<file path="src/rtl/wisc_pkg.sv">
// Shared definitions for the hazard controller.
//   REG_W    : register-specifier width (16 architectural registers)
//   ZERO_REG : index of the hard-wired zero register, never a real dependency
//   state_e  : RUN -> DRAIN -> HALTED controller states
package wisc_pkg;
  localparam int REG_W    = 4;
  localparam int ZERO_REG = 0;

  typedef enum logic [1:0] {
    ST_RUN    = 2'd0,
    ST_DRAIN  = 2'd1,
    ST_HALTED = 2'd2
  } state_e;
endpackage

</file>
<file path="src/rtl/hazard_shadow_stage.sv">
// One pipeline-register shadow holding {RegWrite, MemRead, Rd}.
//   clk, rst         : clock, async active-high reset
//   bubble_i         : load all-zero instead of the incoming decode
//   rw_i, mr_i, rd_i : incoming RegWrite / MemRead / Rd
//   rw_o, mr_o, rd_o : registered shadow
module hazard_shadow_stage #(
  parameter int REG_W = 4
) (
  input  logic             clk,
  input  logic             rst,
  input  logic             bubble_i,
  input  logic             rw_i,
  input  logic             mr_i,
  input  logic [REG_W-1:0] rd_i,
  output logic             rw_o,
  output logic             mr_o,
  output logic [REG_W-1:0] rd_o
);
  logic             rw_q, mr_q;
  logic [REG_W-1:0] rd_q;

  always_ff @(posedge clk or posedge rst) begin
    if (rst) begin
      rw_q <= 1'b0;
      mr_q <= 1'b0;
      rd_q <= '0;
    end else if (bubble_i) begin
      rw_q <= 1'b0;
      mr_q <= 1'b0;
      rd_q <= '0;
    end else begin
      rw_q <= rw_i;
      mr_q <= mr_i;
      rd_q <= rd_i;
    end
  end

  assign rw_o = rw_q;
  assign mr_o = mr_q;
  assign rd_o = rd_q;
endmodule

</file>
<file path="src/rtl/hazard_ctrl.sv">
// Pipeline hazard controller: load-use and register-branch stalls, taken
// branch flush, and HLT drain sequencing.
//   clk, rst                 : clock, async active-high reset
//   IFID_Rs/Rt, UsesRs/Rt    : sources read by the instruction in ID
//   IFID_IsStore             : ID instruction is SW (Rt is store data)
//   ID_RegWrite/MemRead/Rd   : destination decode of the ID instruction
//   ID_BranchReg/Taken/Halt  : BR decoded, branch taken, HLT decoded
//   PC_Stall, IFID_Stall     : hold PC / IF-ID
//   IDEX_Bubble              : zero control written into ID/EX
//   IFID_Flush               : squash IF/ID on a taken branch
//   Halted                   : pipeline drained after HLT
module hazard_ctrl #(
  parameter int REG_W     = wisc_pkg::REG_W,
  parameter int DRAIN_CYC = 3
) (
  input  logic             clk,
  input  logic             rst,
  input  logic [REG_W-1:0] IFID_Rs,
  input  logic [REG_W-1:0] IFID_Rt,
  input  logic             IFID_UsesRs,
  input  logic             IFID_UsesRt,
  input  logic             IFID_IsStore,
  input  logic             ID_RegWrite,
  input  logic             ID_MemRead,
  input  logic [REG_W-1:0] ID_Rd,
  input  logic             ID_BranchReg,
  input  logic             ID_BranchTaken,
  input  logic             ID_Halt,
  output logic             PC_Stall,
  output logic             IFID_Stall,
  output logic             IDEX_Bubble,
  output logic             IFID_Flush,
  output logic             Halted
);
  import wisc_pkg::*;

  localparam int CNT_W = $clog2(DRAIN_CYC) + 1;
  localparam logic [REG_W-1:0] RZ = REG_W'(ZERO_REG);

  state_e           state_q, state_d;
  logic [CNT_W-1:0] cnt_q, cnt_d;

  logic             ex_rw, ex_mr, mem_rw, mem_mr;
  logic [REG_W-1:0] ex_rd, mem_rd;
  logic             stall, flush, halted;
  logic             load_use, br_haz, hazard;

  // ID/EX shadow takes the ID decode unless this cycle inserts a bubble.
  hazard_shadow_stage #(.REG_W(REG_W)) u_idex (
    .clk(clk), .rst(rst), .bubble_i(stall),
    .rw_i(ID_RegWrite), .mr_i(ID_MemRead), .rd_i(ID_Rd),
    .rw_o(ex_rw), .mr_o(ex_mr), .rd_o(ex_rd)
  );

  hazard_shadow_stage #(.REG_W(REG_W)) u_exmem (
    .clk(clk), .rst(rst), .bubble_i(1'b0),
    .rw_i(ex_rw), .mr_i(ex_mr), .rd_i(ex_rd),
    .rw_o(mem_rw), .mr_o(mem_mr), .rd_o(mem_rd)
  );

  // SW data (Rt) is excluded: it is forwarded MEM-to-MEM instead.
  assign load_use = ex_mr && (ex_rd != RZ) &&
                    (((ex_rd == IFID_Rs) && IFID_UsesRs) ||
                     ((ex_rd == IFID_Rt) && IFID_UsesRt && !IFID_IsStore));

  // BR resolves in ID, so it must wait for ALU results in EX and loads in MEM.
  assign br_haz = ID_BranchReg && (IFID_Rs != RZ) &&
                  ((ex_rw && (ex_rd == IFID_Rs)) ||
                   (mem_mr && (mem_rd == IFID_Rs)));

  assign hazard = load_use || br_haz;

  always_ff @(posedge clk or posedge rst) begin
    if (rst) begin
      state_q <= ST_RUN;
      cnt_q   <= '0;
    end else begin
      state_q <= state_d;
      cnt_q   <= cnt_d;
    end
  end

  always_comb begin
    state_d = state_q;
    cnt_d   = cnt_q;
    stall   = 1'b0;
    flush   = 1'b0;
    halted  = 1'b0;
    case (state_q)
      ST_RUN: begin
        // A stalled HLT is simply seen again once the stall clears.
        if (hazard) begin
          stall = 1'b1;
        end else begin
          flush = ID_BranchTaken;
          if (ID_Halt) begin
            state_d = ST_DRAIN;
            cnt_d   = CNT_W'(DRAIN_CYC - 1);
          end
        end
      end
      ST_DRAIN: begin
        stall = 1'b1;
        if (cnt_q == '0) state_d = ST_HALTED;
        else             cnt_d   = cnt_q - 1'b1;
      end
      ST_HALTED: begin
        stall  = 1'b1;
        halted = 1'b1;
      end
      default: state_d = ST_RUN;
    endcase
  end

  // Outputs are forced low while reset is held, whatever the ID inputs do.
  assign PC_Stall    = stall  & ~rst;
  assign IFID_Stall  = stall  & ~rst;
  assign IDEX_Bubble = stall  & ~rst;
  assign IFID_Flush  = flush  & ~rst;
  assign Halted      = halted & ~rst;
endmodule

</file>
<file path="config.mk">
export PLATFORM = sky130hd
export DESIGN_NAME = hazard_ctrl
export DESIGN_NICKNAME = d
export VERILOG_FILES = /design/src/rtl/wisc_pkg.sv /design/src/rtl/hazard_shadow_stage.sv /design/src/rtl/hazard_ctrl.sv
export SDC_FILE = /design/constraint.sdc
export NUM_CORES = 1
export LEC_CHECK = 0
export CAP_MARGIN = 20
export CORE_ASPECT_RATIO = 0.8
export CORE_MARGIN = 4
export CORE_UTILIZATION = 30
export DETAILED_ROUTE_END_ITERATION = 8
export GPL_TIMING_DRIVEN = 1
export HOLD_SLACK_MARGIN = 0.08
export PLACE_DENSITY = 0.63
export SLEW_MARGIN = 0
export SYNTH_ARGS = -nofsm -noshare
export SYNTH_HDL_FRONTEND = slang
export SYNTH_HIERARCHICAL = 1
export SYNTH_SLANG_ARGS = --single-unit
</file>
<file path="constraint.sdc">
create_clock -name clk -period 3.4 [get_ports clk]
set_input_delay 1.02 -clock clk [delete_from_list [all_inputs] [get_ports clk]]
set_output_delay 1.02 -clock clk [all_outputs]
set_load 0.01 [all_outputs]
</file>
==> summary.md <==
| Metric | Value |
|---|---|
| H-tree depth | 1 |
| Outcome | complete, no violations |
| Vias | 786 |
| Worst path cell trace | buf_8, o41a_1, a32o_1, nand2_2, nand3_2, a21oi_2, nor3_2, buf_2 |
| PwrDens | 689.3 mW/mm^2 |
| Clock root cell | clkbuf_8 |
| First-pass GRT wire length | 3.525 mm |
| Final nets | between 150 and 200 |
| Post-DP Area | 0.001286 mm^2 |
| CTS buffer count | 3 |
| # rows | 18 |
| Die Span Y | between 50 and 60 um |
| Sink Count | 16 |
| CP max-delay cell | o41a_1 |
| Number of routed nets with antenna violations | 0 |
| Final setup vio count | 0 |
| Fin crit period | ~3.4 ns |
| CTS max path bufs | 2 |
| Clock skew | between 0.007 and 0.008 ns |
| Final WL | 2.146 mm |
| Worst path top cell family by delay | compound AO/OA/AOI/OAI gates |
| Worst VDD drop | ~0.46 mV |
| Core box area | a little over 0.003 mm^2 |
| Area Overhead vs Synth | 50.79% |
| Cells after DPL | 166 |
| CP endpoint kind | output pin |
| CTS tree | done |
| DRC Markers | 0 |
| Arr. time, crit path | 2.36 ns |
| DR pass1 iterations | 4 |
| Critical Path RT | roughly 2.4 ns |
| Starting density of the core | 0.3113 |
| Synthesis Warnings | 6 |
| Final Cycle Share | 0.9956 |
| Vias in the first global route | 786 |
| Initial antenna violation count | 0 |
| Pins Over Slew Limit | 0 |
| Iteration-0 DRC Markers | 46 |
| Die W | a little over 70 um |
| Finished Layout Cells | between 150 and 200 |
| Post-Synthesis Cells | 95 |
| Share of cells above drive strength 1 | 0.2734 |
| Pleak | about 0.00071 uW |
| Crit Path Category | primary input to output pin |
| Cell Area, Synth | ~950 um^2 |
| CTS clk-pin slew, worst paths | 0.06 ns |
| WL/cell | between 10 and 15 um |
| CP Buf/Inv Count | 2 |
| Worst skew pair latency | about 0.25 ns |
| Gr usage total | 0.1092 |
| Fill cells | a little under 300 |
| Fmax | around 300 MHz |
| Finished Cell Area | ~0.0014 mm^2 |
| DPL Wire Length | about 1.7 mm |
| RSZ-0062 raised after global routing | true |
| Crit Path Max Fanout | 3 |
| Diodes inserted | 0 |
| Largest net degree at the start of global routing | 9 |
| Final GP Congestion | 0.7539 |
| Remaining global-route overflow | 0 |
| Critical path's largest stage delay | ~0.44 ns |
| Final hold violations | 0 |
| I/O Buffers | 26 |
| Die area | between 0.004 and 0.005 mm^2 |
| Boundary Pins | 27 |
| # hold bufs at CTS | 0 |
| Max-cap violations | 0 |
| DR vias/cell | between 4 and 5 |
| Startpoint types | primary input |
| Hold crit path type | register to register |
| Avg Cell Area, Syn | roughly 10 um^2 |
-- area by class of cell --
cell class,count,area (um^2),area share
inverters,8,30.03,0.02089
repair buffers,39,341.6,0.2376
flip-flops and latches,16,400.4,0.2785
multi-input cells,73,574.3,0.3995
clock buffers,3,41.29,0.02872
well taps,40,50.05,0.03481
-- timing repair --
item                                    4_1_cts  5_1_grt
gates resized for setup                      44       13
pin swaps                                     8        9
endpoints found under the setup margin        4        6
gates cloned                                  0        0
setup buffers                                 8        2
-- flip-flops by register name, summed over array words and instances, names as in the netlist --
| name | cells |
|---|---|
| cnt_q | 3 |
| state_q | 2 |
| u_exmem/mr_o | 1 |
| u_exmem/rd_o | 4 |
| u_idex/mr_o | 1 |
| u_idex/rd_o | 4 |
| u_idex/rw_o | 1 |
-- layer usage --
| metal | part of all wire | vias to the layer above | wire, um | global-route usage |
|---|---|---|---|---|
| li1 | - | 399 | - | - |
| met4 | 0.012 | 0 | 26 | 0.03217 |
| met1 | 0.46 | 362 | 977 | 0.1394 |
| met3 | 0.062 | 2 | 132 | 0.03754 |
| met2 | 0.47 | 23 | 1010 | 0.1770 |
| met5 | 0 | - | 0 | 0 |
-- cell usage in the layout (no fill, tap or decap), types with 2 or more instances in the layout --
master	n
dfrtp_1	16
nor2b_1	13
buf_4	13
clkdlybuf4s50_1	11
xor2_1	10
inv_1	8
ha_1	7
nor2_1	6
buf_2	5
conb_1	5
nor3_1	3
nand2_1	3
a21oi_1	3
clkbuf_8	3
dlygate4sd2_1	3
nand4_1	2
a31o_2	2
dlymetal6s2s_1	2
buf_6	2
clkdlybuf4s15_1	2
-- per-stage QoR --
stage / utilization / setup TNS, ns / total power, uW / setup slack, ns / hold slack, ns
after CTS: 0.4502 / 0 / 972.7 / 0.004368 / 0.5365
final: 0.4694 / 0 / 991.0 / 0.01507 / 0.5561
after global placement: 0.4199 / -3.100 / 807.6 / -0.7868 / 0.5148
after detailed placement: 0.4199 / -3.090 / 824.0 / -0.7868 / 0.5324
after global routing: 0.4694 / -0.1201 / 1076 / -0.04192 / 0.5831
after floorplan: - / 0 / 668.3 / 0.1365 / 0.4860
-- worst paths after layout --
path                                           from                         to  slack, ns  depth (start not counted)
min                           u_idex/mr_o$_DFF_PP0_     u_exmem/mr_o$_DFF_PP0_       0.56                          1
max                                      IFID_Rs[0]                   PC_Stall       0.02                          8
min reg2reg                   u_idex/mr_o$_DFF_PP0_     u_exmem/mr_o$_DFF_PP0_       0.56                          1
max reg2reg                u_idex/rd_o[2]$_DFF_PP0_       cnt_q[2]$_DFFE_PP0P_       0.58                         14
max in group asynchronous                       rst     state_q[1]$_DFFE_PP0P_       1.96                          3
min in group asynchronous                       rst  u_exmem/rd_o[2]$_DFF_PP0_       1.24                          3
-- where the power goes --
group | internal, uW | switching, uW
Combinational | 267 | 257
Sequential | 263 | 66.4
Clock | 78.4 | 59.4
Total | 608 | 383
(Power assumes the default switching activity.)
